### src/rtl/feature_accum.sv
// feature_accum: unpacks per-node feature words from tree_search and
// accumulates them element-wise (signed, saturating) over one search, then
// hands the aggregated vector and node count downstream via valid/ready.
module feature_accum #(
  parameter int DATA_WIDTH     = 16,
  parameter int DATA_BUS_WIDTH = 64,
  parameter int FEATURE_LENTH  = 9,
  parameter int LANES          = DATA_BUS_WIDTH / DATA_WIDTH,
  parameter int WORDS_PER_NODE = (FEATURE_LENTH + LANES - 1) / LANES,
  parameter int NODE_CNT_WIDTH = 8
) (
  input  logic                                clk,
  input  logic                                rst_n,
  input  logic [DATA_BUS_WIDTH-1:0]           feat_in,
  input  logic                                feat_in_valid,
  output logic                                feat_in_ready,
  input  logic                                search_done,
  output logic [FEATURE_LENTH*DATA_WIDTH-1:0] feat_out,
  output logic [NODE_CNT_WIDTH-1:0]           node_cnt,
  output logic                                partial_err,
  output logic                                feat_out_valid,
  input  logic                                feat_out_ready
);

  localparam int IDX_W = (WORDS_PER_NODE > 1) ? $clog2(WORDS_PER_NODE) : 1;

  typedef enum logic {
    S_COLLECT = 1'b0,
    S_OUTPUT  = 1'b1
  } state_e;

  state_e                                         state_q, state_d;
  logic [FEATURE_LENTH-1:0][DATA_WIDTH-1:0]       acc_q, acc_d;
  logic [FEATURE_LENTH-1:0][DATA_WIDTH-1:0]       stg_q, stg_d;
  logic [IDX_W-1:0]                               idx_q, idx_d;
  logic [NODE_CNT_WIDTH-1:0]                      cnt_q, cnt_d;
  logic                                           perr_q, perr_d;
  logic                                           accept;

  // Signed add of two elements, clamped to the representable range.
  function automatic logic [DATA_WIDTH-1:0] sat_add(input logic [DATA_WIDTH-1:0] a,
                                                    input logic [DATA_WIDTH-1:0] b);
    logic [DATA_WIDTH:0] s;
    s = {a[DATA_WIDTH-1], a} + {b[DATA_WIDTH-1], b};
    if (s[DATA_WIDTH] != s[DATA_WIDTH-1])
      sat_add = s[DATA_WIDTH] ? {1'b1, {(DATA_WIDTH-1){1'b0}}}
                              : {1'b0, {(DATA_WIDTH-1){1'b1}}};
    else
      sat_add = s[DATA_WIDTH-1:0];
  endfunction

  assign feat_in_ready  = (state_q == S_COLLECT);
  assign feat_out_valid = (state_q == S_OUTPUT);
  assign feat_out       = acc_q;
  assign node_cnt       = cnt_q;
  assign partial_err    = perr_q;
  assign accept         = feat_in_valid && (state_q == S_COLLECT);

  // State and datapath registers; async active-low reset.
  always_ff @(posedge clk or negedge rst_n) begin
    if (!rst_n) begin
      state_q <= S_COLLECT;
      acc_q   <= '0;
      stg_q   <= '0;
      idx_q   <= '0;
      cnt_q   <= '0;
      perr_q  <= 1'b0;
    end else begin
      state_q <= state_d;
      acc_q   <= acc_d;
      stg_q   <= stg_d;
      idx_q   <= idx_d;
      cnt_q   <= cnt_d;
      perr_q  <= perr_d;
    end
  end

  // Word unpacking, node accumulation, search completion and result handoff.
  always_comb begin
    state_d = state_q;
    acc_d   = acc_q;
    stg_d   = stg_q;
    idx_d   = idx_q;
    cnt_d   = cnt_q;
    perr_d  = perr_q;
    unique case (state_q)
      S_COLLECT: begin
        if (accept) begin
          // Staging is updated in place so the last word's lanes feed the
          // accumulate on the same cycle they arrive.
          for (int unsigned e = 0; e < FEATURE_LENTH; e++) begin
            if (idx_q == IDX_W'(e / LANES))
              stg_d[e] = feat_in[(e % LANES) * DATA_WIDTH +: DATA_WIDTH];
          end
          if (idx_q == IDX_W'(WORDS_PER_NODE - 1)) begin
            for (int unsigned e = 0; e < FEATURE_LENTH; e++)
              acc_d[e] = sat_add(acc_q[e], stg_d[e]);
            if (cnt_q != '1)
              cnt_d = cnt_q + NODE_CNT_WIDTH'(1);
            idx_d = '0;
          end else begin
            idx_d = idx_q + IDX_W'(1);
          end
        end
        if (search_done) begin
          if (idx_d != '0)
            perr_d = 1'b1;
          state_d = S_OUTPUT;
        end
      end
      S_OUTPUT: begin
        if (feat_out_ready) begin
          acc_d   = '0;
          stg_d   = '0;
          idx_d   = '0;
          cnt_d   = '0;
          perr_d  = 1'b0;
          state_d = S_COLLECT;
        end
      end
      default: state_d = S_COLLECT;
    endcase
  end

endmodule
### config.mk
export PLATFORM = sky130hd
export DESIGN_NAME = feature_accum
export DESIGN_NICKNAME = d
export VERILOG_FILES = /design/src/rtl/feature_accum.sv
export SDC_FILE = /design/constraint.sdc
export NUM_CORES = 1
export LEC_CHECK = 0
export ABC_CLOCK_PERIOD_IN_PS = 12700
export CORE_ASPECT_RATIO = 1.1
export CORE_MARGIN = 4
export CORE_UTILIZATION = 24
export DETAILED_ROUTE_END_ITERATION = 7
export MAX_ROUTING_LAYER = met4
export PLACE_DENSITY = 0.38
export SLEW_MARGIN = 25
export SYNTH_ARGS = -nofsm -noshare
export SYNTH_HDL_FRONTEND = slang
export SYNTH_SLANG_ARGS = --single-unit
### constraint.sdc
create_clock -name clk -period 12.7 [get_ports clk]
set_input_delay 2.54 -clock clk [delete_from_list [all_inputs] [get_ports clk]]
set_output_delay 2.54 -clock clk [all_outputs]
set_load 0.01 [all_outputs]
==> flow_summary.html <==
<table>
<tr><th>Metric</th><th>Value</th></tr>
<tr><th colspan="2">Final layout</th></tr>
<tr><td>Number of non-filler instances in the completed layout</td><td>3286</td></tr>
<tr><td>Multi-input logic area</td><td>11600 sq um</td></tr>
<tr><td>P&amp;R area growth vs syn</td><td>24.5%</td></tr>
<tr><td>Count of nets after finishing</td><td>2436</td></tr>
<tr><td>Fraction of layout cells with a size suffix above 1</td><td>11.6%</td></tr>
<tr><td>Seq. cell area</td><td>7510 sq um</td></tr>
<tr><td>Filler Cell Count</td><td>8412</td></tr>
<tr><th colspan="2">GRT</th></tr>
<tr><td>Antenna violations before repair</td><td>3</td></tr>
<tr><td>Global-route wire length before repair</td><td>104 mm</td></tr>
<tr><td>Maximum number of pins on one net before global-route repair</td><td>97</td></tr>
<tr><td>Overflow left after global routing</td><td>0</td></tr>
<tr><td>Number of global-route vias before repair</td><td>16422</td></tr>
<tr><td>GRT Overall Usage</td><td>15.9%</td></tr>
<tr><th colspan="2">STA</th></tr>
<tr><td>Time the final worst path needs with I/O delays and setup</td><td>6640 ps</td></tr>
<tr><td>Skew final</td><td>27.6 ps</td></tr>
<tr><td>Relative slew slack</td><td>32.6%</td></tr>
<tr><td>Final hold violations</td><td>0</td></tr>
<tr><td>Number of pins with negative max-slew slack in the final report</td><td>0</td></tr>
<tr><td>Fmax achieved</td><td>151 MHz</td></tr>
<tr><td>Setup slack of the critical path after layout</td><td>6060 ps</td></tr>
<tr><td>Setup violations, final</td><td>0</td></tr>
<tr><td>TNS Setup</td><td>0 ps</td></tr>
<tr><td>Setup repair after global routing missed its margin</td><td>no</td></tr>
<tr><td>Worst Max-Slew Pin Slew</td><td>1010 ps</td></tr>
<tr><td>Final worst-path cycle share</td><td>52.3%</td></tr>
<tr><th colspan="2">Power and ir drop</th></tr>
<tr><td>Clock network fraction of design power</td><td>18.0%</td></tr>
<tr><td>Ratio of total power to cell area</td><td>280 nW/um^2</td></tr>
<tr><td>Power spent charging and discharging nets</td><td>3.00 mW</td></tr>
<tr><td>Fraction of power consumed by sequential logic</td><td>23.9%</td></tr>
<tr><td>Proportion of power drawn by combinational gates</td><td>58.1%</td></tr>
<tr><td>Cell-internal power</td><td>3.85 mW</td></tr>
<tr><td>Worst vdd rail ir drop</td><td>0.000108 V</td></tr>
<tr><td>Switching part of the total</td><td>43.8%</td></tr>
<tr><td>Leakage</td><td>11.4 nW</td></tr>
<tr><th colspan="2">Detailed routing</th></tr>
<tr><td>Via total after detailed routing</td><td>16064</td></tr>
<tr><td>Routed Wire Length</td><td>67.5 mm</td></tr>
<tr><td>Post-DRT Antenna Nets</td><td>0</td></tr>
<tr><td>Number of remaining DRC errors</td><td>0</td></tr>
<tr><td>Router iterations before antenna repair</td><td>5</td></tr>
<tr><td>Vias per std cell</td><td>4.89</td></tr>
<tr><td>Drt initial violations</td><td>944</td></tr>
<tr><td>Per-cell routed wire length</td><td>20.6 um</td></tr>
<tr><th colspan="2">Critical path</th></tr>
<tr><td>Maximum fanout count along the critical path</td><td>10</td></tr>
<tr><td>Category of the critical setup timing path</td><td>in -&gt; reg</td></tr>
<tr><td>CP endpoint kind</td><td>register</td></tr>
<tr><td>Depth of the most critical reg-to-reg path</td><td>18</td></tr>
<tr><td>CP Launch Type</td><td>primary input</td></tr>
<tr><td>Reg-to-Reg End</td><td>feat_out[39]$_DFFE_PN0P_</td></tr>
<tr><td>WP buf/inv</td><td>2</td></tr>
<tr><td>Arrival time worst endpoint</td><td>7150 ps</td></tr>
<tr><td>Cells along the critical path</td><td>clkdlybuf4s50_1, mux2i_1, inv_1, ha_1, a211oi_1, nor2_1, nor4_1, o31ai_1, o41ai_2, o21ai_1, a21oi_1, o21bai_1, xor2_1, ha_1, nor2_1, a221o_1</td></tr>
<tr><td>Kind of cell adding the most delay to the critical path</td><td>compound AO/OA/AOI/OAI gates</td></tr>
<tr><td>Slowest stage cell on the critical path</td><td>sky130_fd_sc_hd__nor2_1</td></tr>
<tr><td>Setup slack on the worst flop-to-flop path</td><td>6720 ps</td></tr>
<tr><td>Startpoint of the most critical register-to-register path</td><td>idx_q[0]$_DFFE_PN0P_</td></tr>
<tr><td>Max stage delay on crit path</td><td>740 ps</td></tr>
<tr><td>Required time worst endpoint</td><td>13210 ps</td></tr>
<tr><th colspan="2">Clocking</th></tr>
<tr><td>Post_cts resized</td><td>0</td></tr>
<tr><td>Number of sinks driven by the clock tree</td><td>300</td></tr>
<tr><td>CTS clk-pin slew, worst paths</td><td>60 ps</td></tr>
<tr><td>Setup repair bufs after CTS</td><td>0</td></tr>
<tr><td>CTS tree</td><td>built</td></tr>
<tr><td>Max H-tree Level</td><td>2</td></tr>
<tr><td>Root buffer selected by CTS</td><td>sky130_fd_sc_hd__clkbuf_16</td></tr>
<tr><td>Number of clock buffers inserted by TritonCTS</td><td>43</td></tr>
<tr><td>Worst-Skew Late Latency</td><td>580 ps</td></tr>
<tr><td>Total of hold buffers inserted after clock tree synthesis</td><td>0</td></tr>
<tr><td>Clock tree buffer depth</td><td>3</td></tr>
<tr><th colspan="2">Floorplan</th></tr>
<tr><td>Initial core utilization</td><td>24.3%</td></tr>
<tr><td>Area of the placeable core</td><td>80700 sq um</td></tr>
<tr><td>Overall die width</td><td>281 um</td></tr>
<tr><td>Site row count</td><td>109</td></tr>
<tr><td>DIE AREA</td><td>86500 sq um</td></tr>
<tr><td>Top-level port count</td><td>224</td></tr>
<tr><td>Vertical extent of the die</td><td>308 um</td></tr>
<tr><th colspan="2">Synth</th></tr>
<tr><td>Post-Synthesis Cells</td><td>2006</td></tr>
<tr><td>Post-synthesis sequential area ratio</td><td>38.2%</td></tr>
<tr><td>Mean Syn Cell Area</td><td>9.79 sq um</td></tr>
<tr><td>Dominant cell by count in the synthesized netlist</td><td>sky130_fd_sc_hd__dfrtp_1</td></tr>
<tr><td>Cell taking the most area after synthesis</td><td>sky130_fd_sc_hd__dfrtp_1</td></tr>
<tr><td>Number of warnings reported in the yosys synthesis log</td><td>0</td></tr>
<tr><td>Number of unique standard cell types used by synthesis</td><td>78</td></tr>
<tr><td>Proportion of synthesized flip-flops having asynchronous set or reset</td><td>100%</td></tr>
<tr><td>Synthesized cell area</td><td>19600 sq um</td></tr>
<tr><td>Cells taking the most area after synthesis</td><td>sky130_fd_sc_hd__dfrtp_1, sky130_fd_sc_hd__ha_1, sky130_fd_sc_hd__mux2_2, sky130_fd_sc_hd__a22o_1, sky130_fd_sc_hd__xnor2_1</td></tr>
<tr><td>Synthesized Nets</td><td>2246</td></tr>
<tr><td>Most frequently used flop master after synthesis</td><td>sky130_fd_sc_hd__dfrtp_1</td></tr>
<tr><td>Cell types with the highest counts after synthesis</td><td>sky130_fd_sc_hd__dfrtp_1, sky130_fd_sc_hd__nand2_1, sky130_fd_sc_hd__ha_1</td></tr>
<tr><td>Seq cells post-synth</td><td>300</td></tr>
<tr><td>Number of enable-type register cells in the synthesized netlist</td><td>0</td></tr>
<tr><td>Fraction of post-synthesis cell area in the top cell type by area</td><td>38.2%</td></tr>
<tr><th colspan="2">Placement</th></tr>
<tr><td>Count of port buffers added during placement</td><td>223</td></tr>
<tr><td>Minimum setup slack after placement</td><td>5470 ps</td></tr>
<tr><td>Total placed cells including tap cells</td><td>3205</td></tr>
<tr><td>Placed wire-length estimate</td><td>47.9 mm</td></tr>
<tr><td>Final weighted congestion of routability-driven global placement</td><td>0.806</td></tr>
<tr><th colspan="2">Min path</th></tr>
<tr><td>Tightest Hold Check Type</td><td>reg -&gt; reg</td></tr>
<tr><td>Worst Hold Endpoint</td><td>stg_q[97]$_DFFE_PN0P_</td></tr>
<tr><td>Number of stages on the worst hold path</td><td>2</td></tr>
<tr><td>Beginning of the worst hold path</td><td>stg_q[97]$_DFFE_PN0P_</td></tr>
<tr><th colspan="2">Run</th></tr>
<tr><td>Max-cap check violation count</td><td>0</td></tr>
<tr><th colspan="2">Run status</th></tr>
<tr><td>Status</td><td>complete, no violations</td></tr>
</table>
-- layer usage --
layer / global-route usage (%) / vias to the layer above / wire (um)
li1: - / 7772 / -
met1: 20.7 / 7921 / 31400
met2: 26.1 / 297 / 32500
met3: 2.16 / 74 / 2140
met4: 4.05 / 0 / 1510
met5: - / - / 0
-- power groups by stage --
| stage | Combinational, mW | Clock, mW | Sequential (mW) |
|---|---|---|---|
| finish | 3.98 | 1.23 | 1.64 |
| global route | 4.46 | 1.31 | 1.69 |
| CTS | 4.03 | 1.28 | 1.65 |
| detailed placement | 4.01 | 0 | 1.66 |
| global placement | 4.00 | 0 | 1.65 |
| floorplan | 2.71 | 0 | 1.62 |
-- flip-flops by register name, summed over array words and instances (netlist names) --
name            flops
feat_out          144
stg_q             144
node_cnt            8
idx_q               2
feat_out_valid      1
partial_err         1
-- area by class of cell --
type	instances	share of cell area (%)
diodes	2	0.0205
clock buffers	68	5.44
clock inverters	11	0.409
inverters	56	0.859
multi-input cells	1554	47.5
flip-flops and latches	300	30.7
well taps	1054	5.39
repair buffers	241	9.70
-- kinds of logic (layout without fill, tap and decap cells) --
| family | count (synthesis) | in the layout | share of synthesized area (%) |
|---|---|---|---|
| compound gates | 613 | 613 | 22.0 |
| simple gates | 506 | 506 | 11.9 |
| flops | 300 | 300 | 38.2 |
| fa+ha+maj | 174 | 174 | 11.4 |
| buf+inv | 152 | 376 | 2.93 |
| mux | 145 | 145 | 8.25 |
| xor+xnor | 116 | 116 | 5.27 |
| other cells | 0 | 2 | 0 |
-- layout by cell type, fill, tap and decap left out, types with 11 or more instances in the layout --
cell                              synthesis  layout
sky130_fd_sc_hd__dfrtp_1                300     300
sky130_fd_sc_hd__clkdlybuf4s50_1          0     222
sky130_fd_sc_hd__nand2_1                173     172
sky130_fd_sc_hd__ha_1                   162     162
sky130_fd_sc_hd__a22o_1                 142     142
sky130_fd_sc_hd__mux2_2                 135     135
sky130_fd_sc_hd__nor2_1                 124     120
sky130_fd_sc_hd__a21oi_1                110     109
sky130_fd_sc_hd__o21ai_1                 97      97
sky130_fd_sc_hd__xnor2_1                 76      76
sky130_fd_sc_hd__inv_1                   56      56
sky130_fd_sc_hd__o21ai_0                 50      50
sky130_fd_sc_hd__nand3_1                 49      49
sky130_fd_sc_hd__clkbuf_16                0      44
sky130_fd_sc_hd__a21o_1                  42      42
sky130_fd_sc_hd__xor2_1                  39      39
sky130_fd_sc_hd__nor3_1                  38      38
sky130_fd_sc_hd__a221o_1                 30      30
sky130_fd_sc_hd__nand2b_1                30      28
sky130_fd_sc_hd__o21a_1                  26      26
sky130_fd_sc_hd__nor2b_1                 22      21
sky130_fd_sc_hd__buf_4                    0      18
sky130_fd_sc_hd__or3_1                   16      16
sky130_fd_sc_hd__and3_1                  16      16
sky130_fd_sc_hd__a31oi_1                 14      14
sky130_fd_sc_hd__clkbuf_8                 0      14
sky130_fd_sc_hd__a211oi_1                12      12
sky130_fd_sc_hd__o21bai_1                11      11
-- worst max path at each step --
stage                                     end        start  slack [ps]  depth (start not counted)
finish               feat_out[39]$_DFFE_PN0P_  feat_in[33]        6060                         16
global route         feat_out[41]$_DFFE_PN0P_  feat_in[33]        5710                         16
CTS                  feat_out[34]$_DFFE_PN0P_  feat_in[33]        6080                         16
detailed placement   feat_out[39]$_DFFE_PN0P_  feat_in[33]        5470                         16
global placement     feat_out[34]$_DFFE_PN0P_  feat_in[33]        5530                         16
floorplan           feat_out[117]$_DFFE_PN0P_  feat_in[49]        6820                         18
-- tightest hold or removal path, cell delays in order (launching register included) --
cell                      delay, ps
sky130_fd_sc_hd__dfrtp_1        340
sky130_fd_sc_hd__nand2_1         40
sky130_fd_sc_hd__o21ai_0         60
-- metrics by stage --
step	util, %	instance area (sq um)	power [mW]	hold slack (ps)
2_1_floorplan	-	19600	4.33	449
3_3_place_gp	28.5	23000	5.66	464
3_5_place_dp	28.5	23000	5.67	471
4_1_cts	30.3	24500	6.96	483
5_1_grt	30.3	24500	7.45	500
6_report	30.3	24500	6.84	477
Note: power is estimated with default switching activity, not from simulation.
